--- src/rtl/id_ex_operand_stage.sv ---
// ID/EX pipeline register with EX/MEM and MEM/WB operand forwarding, load-use stall detection
// and branch-flush bubble insertion, driving the EX-stage ALU operands and op code.
module id_ex_operand_stage #(
  parameter int DATA_W = 32,
  parameter int REG_AW = 5
) (
  input  logic              clk,
  input  logic              rst,
  input  logic              id_valid,
  input  logic [REG_AW-1:0] id_rs,
  input  logic [REG_AW-1:0] id_rt,
  input  logic [REG_AW-1:0] id_rd,
  input  logic [DATA_W-1:0] id_rs_data,
  input  logic [DATA_W-1:0] id_rt_data,
  input  logic [DATA_W-1:0] id_imm,
  input  logic              id_alu_src,
  input  logic [2:0]        id_alu_ctrl,
  input  logic              id_reg_write,
  input  logic              id_load,
  input  logic              id_store,
  input  logic              flush,
  input  logic              mem_fwd_we,
  input  logic [REG_AW-1:0] mem_fwd_rd,
  input  logic [DATA_W-1:0] mem_fwd_data,
  input  logic              wb_fwd_we,
  input  logic [REG_AW-1:0] wb_fwd_rd,
  input  logic [DATA_W-1:0] wb_fwd_data,
  output logic [DATA_W-1:0] alu_a,
  output logic [DATA_W-1:0] alu_b,
  output logic [2:0]        alu_ctrl,
  output logic              ex_valid,
  output logic [REG_AW-1:0] ex_rd,
  output logic              ex_reg_write,
  output logic              ex_load,
  output logic              ex_store,
  output logic [DATA_W-1:0] ex_store_data,
  output logic              stall_id
);

  logic              ex_valid_r;
  logic [REG_AW-1:0] ex_rs_r;
  logic [REG_AW-1:0] ex_rt_r;
  logic [REG_AW-1:0] ex_rd_r;
  logic [DATA_W-1:0] ex_rs_data_r;
  logic [DATA_W-1:0] ex_rt_data_r;
  logic [DATA_W-1:0] ex_imm_r;
  logic              ex_alu_src_r;
  logic [2:0]        ex_alu_ctrl_r;
  logic              ex_reg_write_r;
  logic              ex_load_r;
  logic              ex_store_r;

  logic              stall_s;
  logic              bubble_s;
  logic [DATA_W-1:0] fwd_rs_s;
  logic [DATA_W-1:0] fwd_rt_s;
  logic [DATA_W-1:0] alu_a_s;
  logic [DATA_W-1:0] alu_b_s;
  logic [DATA_W-1:0] store_data_s;

  // EX/MEM takes precedence over MEM/WB as it holds the younger write; r0 is hard-wired zero.
  function automatic logic [DATA_W-1:0] fwd_operand(
    input logic [REG_AW-1:0] reg_num,
    input logic [DATA_W-1:0] rf_data,
    input logic              m_we,
    input logic [REG_AW-1:0] m_rd,
    input logic [DATA_W-1:0] m_data,
    input logic              w_we,
    input logic [REG_AW-1:0] w_rd,
    input logic [DATA_W-1:0] w_data
  );
    logic [DATA_W-1:0] res;
    if (m_we && (m_rd != {REG_AW{1'b0}}) && (m_rd == reg_num)) begin
      res = m_data;
    end else if (w_we && (w_rd != {REG_AW{1'b0}}) && (w_rd == reg_num)) begin
      res = w_data;
    end else begin
      res = rf_data;
    end
    return res;
  endfunction

  // Load-use detection; rt is always compared, even when the instruction uses the immediate.
  always_comb begin
    stall_s  = 1'b0;
    bubble_s = 1'b0;
    if (id_valid && ex_valid_r && ex_load_r && (ex_rd_r != {REG_AW{1'b0}}) &&
        ((ex_rd_r == id_rs) || (ex_rd_r == id_rt))) begin
      stall_s = 1'b1;
    end else begin
      stall_s = 1'b0;
    end
    bubble_s = flush | stall_s;
  end

  // ID/EX capture register: flush and stall both load a bubble.
  always_ff @(posedge clk or posedge rst) begin
    if (rst) begin
      ex_valid_r     <= 1'b0;
      ex_rs_r        <= {REG_AW{1'b0}};
      ex_rt_r        <= {REG_AW{1'b0}};
      ex_rd_r        <= {REG_AW{1'b0}};
      ex_rs_data_r   <= {DATA_W{1'b0}};
      ex_rt_data_r   <= {DATA_W{1'b0}};
      ex_imm_r       <= {DATA_W{1'b0}};
      ex_alu_src_r   <= 1'b0;
      ex_alu_ctrl_r  <= 3'd0;
      ex_reg_write_r <= 1'b0;
      ex_load_r      <= 1'b0;
      ex_store_r     <= 1'b0;
    end else if (bubble_s) begin
      ex_valid_r     <= 1'b0;
      ex_rs_r        <= {REG_AW{1'b0}};
      ex_rt_r        <= {REG_AW{1'b0}};
      ex_rd_r        <= {REG_AW{1'b0}};
      ex_rs_data_r   <= {DATA_W{1'b0}};
      ex_rt_data_r   <= {DATA_W{1'b0}};
      ex_imm_r       <= {DATA_W{1'b0}};
      ex_alu_src_r   <= 1'b0;
      ex_alu_ctrl_r  <= 3'd0;
      ex_reg_write_r <= 1'b0;
      ex_load_r      <= 1'b0;
      ex_store_r     <= 1'b0;
    end else begin
      ex_valid_r     <= id_valid;
      ex_rs_r        <= id_rs;
      ex_rt_r        <= id_rt;
      ex_rd_r        <= id_rd;
      ex_rs_data_r   <= id_rs_data;
      ex_rt_data_r   <= id_rt_data;
      ex_imm_r       <= id_imm;
      ex_alu_src_r   <= id_alu_src;
      ex_alu_ctrl_r  <= id_alu_ctrl;
      ex_reg_write_r <= id_reg_write & id_valid;
      ex_load_r      <= id_load & id_valid;
      ex_store_r     <= id_store & id_valid;
    end
  end

  // Operand forwarding and B-mux; operands read zero in a bubble so the ALU Zero flag is set.
  always_comb begin
    fwd_rs_s     = fwd_operand(ex_rs_r, ex_rs_data_r, mem_fwd_we, mem_fwd_rd, mem_fwd_data,
                               wb_fwd_we, wb_fwd_rd, wb_fwd_data);
    fwd_rt_s     = fwd_operand(ex_rt_r, ex_rt_data_r, mem_fwd_we, mem_fwd_rd, mem_fwd_data,
                               wb_fwd_we, wb_fwd_rd, wb_fwd_data);
    alu_a_s      = {DATA_W{1'b0}};
    alu_b_s      = {DATA_W{1'b0}};
    store_data_s = {DATA_W{1'b0}};
    if (ex_valid_r) begin
      alu_a_s      = fwd_rs_s;
      alu_b_s      = ex_alu_src_r ? ex_imm_r : fwd_rt_s;
      store_data_s = fwd_rt_s;
    end else begin
      alu_a_s      = {DATA_W{1'b0}};
      alu_b_s      = {DATA_W{1'b0}};
      store_data_s = {DATA_W{1'b0}};
    end
  end

  assign alu_a         = alu_a_s;
  assign alu_b         = alu_b_s;
  assign ex_store_data = store_data_s;
  assign alu_ctrl      = ex_alu_ctrl_r;
  assign ex_valid      = ex_valid_r;
  assign ex_rd         = ex_rd_r;
  assign ex_reg_write  = ex_reg_write_r;
  assign ex_load       = ex_load_r;
  assign ex_store      = ex_store_r;
  assign stall_id      = stall_s;

endmodule
--- config.mk ---
export PLATFORM = sky130hd
export DESIGN_NAME = id_ex_operand_stage
export DESIGN_NICKNAME = d
export VERILOG_FILES = /design/src/rtl/id_ex_operand_stage.sv
export SDC_FILE = /design/constraint.sdc
export NUM_CORES = 1
export LEC_CHECK = 0
export ABC_AREA = 1
export ABC_CLOCK_PERIOD_IN_PS = 4200
export CORE_ASPECT_RATIO = 2
export CORE_MARGIN = 4
export CORE_UTILIZATION = 30
export CTS_CLUSTER_DIAMETER = 50
export DETAILED_ROUTE_END_ITERATION = 6
export SETUP_SLACK_MARGIN = 0.05
export SLEW_MARGIN = 20
export SYNTH_ARGS = -nofsm -noshare
export SYNTH_HDL_FRONTEND = slang
export SYNTH_SLANG_ARGS = --single-unit
--- constraint.sdc ---
create_clock -name clk -period 4.2 [get_ports clk]
set_input_delay 0.42 -clock clk [delete_from_list [all_inputs] [get_ports clk]]
set_output_delay 0.42 -clock clk [all_outputs]
set_load 0.05 [all_outputs]
==> impl_metrics.toml <==
[pwr]
power_mw = 3.59
p_leak_nw = 6.59
powerDensity_nw_per_um2 = 303
irDropWorstVdd_v = 0.000248

[logic_synthesis]
ys_ff_latch = 119
ys_warn_count = 0
synth_seq_area_share = 0.407
syn-instance-count = 1109
synthDistinctLibCells = 23
netlist_area_um2 = 7320
syn_area_per_cell_um2 = 6.60
synth_fp_nets = 1307

[placement]
placed_cells = 1659
port_buffers = 306
hpwlAfterDp_um = 23200
place_congestion = 0.833
dpl_cell_area_um2 = 11200
pre_cts_slack_ps = 1000

[global_route]
grt_pass1_wl_um = 46700
grt_usage = 0.226
antenna_found_initial = 4
grt_max_degree = 65
grt-ovfl-total = 0
first_global_vias = 8100

[timing]
fin_crit_ps = 3170
postLayoutSetupSlackWorst_ps = 1030
worst_pin_slew_ps = 813
whs_ps = 442
fin_skew_ps = 10.9
hold_viol_final = 0
rsz0062_at_grt = "false"
finalSetupTns_ps = 0
max_slew_margin = 0.456
finalSetupViolCount = 0
slew_violations = 0
timing.final.crit_share = 0.755
max_freq_ghz = 0.315

[final_layout]
area_growth_pct = 61.6
finalCoreUtilization = 0.494
layoutNonFillerInstCount = 1695
fill_cells = 2382
fin_nets = 1589
final_common_cell = "inv_1"
drive_gt1_frac = 0.118
final_area_um2 = 11800
layout_common_cells = "283 x inv_1, 210 x clkdlybuf4s50_1, 189 x nor2_1"

[cts]
cts_tree = "yes"
cts-root-buf = "clkbuf_16"
post_cts_resize_count = 0
cts_buffers = 17
htreeDepth = 4
clkSinkCount = 119
clock_latency_ps = 420
ctsHoldBuffers = 0
path_clk_slew_ps = 60
ctsLongestPathBuffers = 2
cts_setup_buffers = 0

[worst_setup_path]
reg2reg_from = "ex_rd[4]$_DFF_PP0_"
arrival_ps = 2750
r2r-end = "ex_rs_data_r[6]$_DFF_PP0_"
startpoint_type = "primary input"
critical_path_buf_inv_count = 4
critPathTopFamily = "buffers and inverters"
crit_cells = 11
max_stage_delay_ps = 540
criticalPathCategory = "primary input to output port"
crit_chain = "clkdlybuf4s50_1 > xnor2_1 > nand2_1 > nor2_1 > nand3_2 > buf_4 > nand3_1 > nand3_1 > nand2_1 > inv_1 > buf_12"
cp_data_required_time_ps = 3780
worstPathMaxFanout = 20
r2r_setup_slack_ps = 2170
crit_path_end_kind = "output port"
slowest_stage = "clkdlybuf4s50_1"
rr_worst_depth = 8

[hold_path]
hp-class = "primary input to async pin"

[drt]
drc = 0
wl_per_cell_um = 18.1
drtPass1Iterations = 5
drt-vias-per-instance = 4.71
antenna_left = 0
route.vias.total = 7986
totalWireLength_um = 30700
initialDrtViolationCount = 487

[floorplanning]
die-area_um2 = 27100
fp-row-count = 80
core-area_um2 = 23900
io-pin-count = 307
start_util = 0.306
die_w_um = 118
die_height_um = 229

[status]
status = "finished, final reports clean"

[run]
drv_cap = 0
==> layer usage <==
layer  GRT usage  vias up  share of wire
li1            -     3878              -
met1       0.230     3769           0.35
met2       0.433      277           0.56
met3      0.0451       62          0.051
met4       0.106        0          0.042
met5           0        -              0
==> cell families (layout without fill, tap and decap cells) <==
group                     Yosys count  count (layout)  share of synthesized area
AOI/OAI and AO/OA                  66              66                     0.0451
xor gates and xnor gates           27              27                     0.0323
DFF                               119             119                      0.407
and+or+nand+nor                   546             546                      0.328
buffers and inverters             351             646                      0.188
other                               0               4                          0
==> cells in the mapped netlist, drive strengths merged <==
| cell | count | share of area |
|---|---|---|
| inv | 287 | 0.15 |
| buf | 47 | 0.032 |
| nand3 | 164 | 0.11 |
| nor2 | 193 | 0.10 |
| o21ai | 32 | 0.022 |
| nand3b | 1 | 0.0010 |
| a21oi | 34 | 0.023 |
| xor2 | 13 | 0.016 |
| nand2 | 149 | 0.077 |
| xnor2 | 14 | 0.017 |
| nand4 | 35 | 0.030 |
| nor3 | 4 | 0.0056 |
| clkbuf | 17 | 0.0091 |
| dfrtp | 119 | 0.41 |
==> worst max-delay path by stage <==
stage	start	to
after floorplan	rst	alu_ctrl[0]$_DFF_PP0_
after global placement	mem_fwd_rd[1]	alu_b[1]
after detailed placement	mem_fwd_rd[0]	alu_b[1]
after CTS	mem_fwd_rd[0]	alu_b[1]
after global routing	mem_fwd_rd[0]	alu_b[1]
final	mem_fwd_rd[0]	alu_b[1]
==> power by group <==
| part | internal, mW | total (mW) | switching, mW |
|---|---|---|---|
| clock | 0.893 | 1.47 | 0.573 |
| combinational | 0.385 | 0.892 | 0.507 |
| sequential | 1.20 | 1.23 | 0.0239 |
| total | 2.48 | 3.59 | 1.10 |
==> area by class of cell <==
type	count	area, um2	share of cell area
sequential	119	2980	0.252
tap	287	359	0.0304
clock inverter	14	153	0.0129
clock buffer	18	439	0.0371
inverter	287	1080	0.0915
multi-input combinational	639	3000	0.254
timing repair buffer	327	3810	0.322
antenna	4	10.0	0.000846
==> sequential cells by signal (all words and copies together) (netlist names) <==
signal        count
ex_rd             5
ex_alu_src_r      1
ex_rs_data_r     32
ex_imm_r         32
ex_rt_r           5
ex_rt_data_r     32
alu_ctrl          3
ex_rs_r           5
ex_load           1
ex_store          1
ex_reg_write      1
ex_valid          1
(Power assumes the default switching activity.)
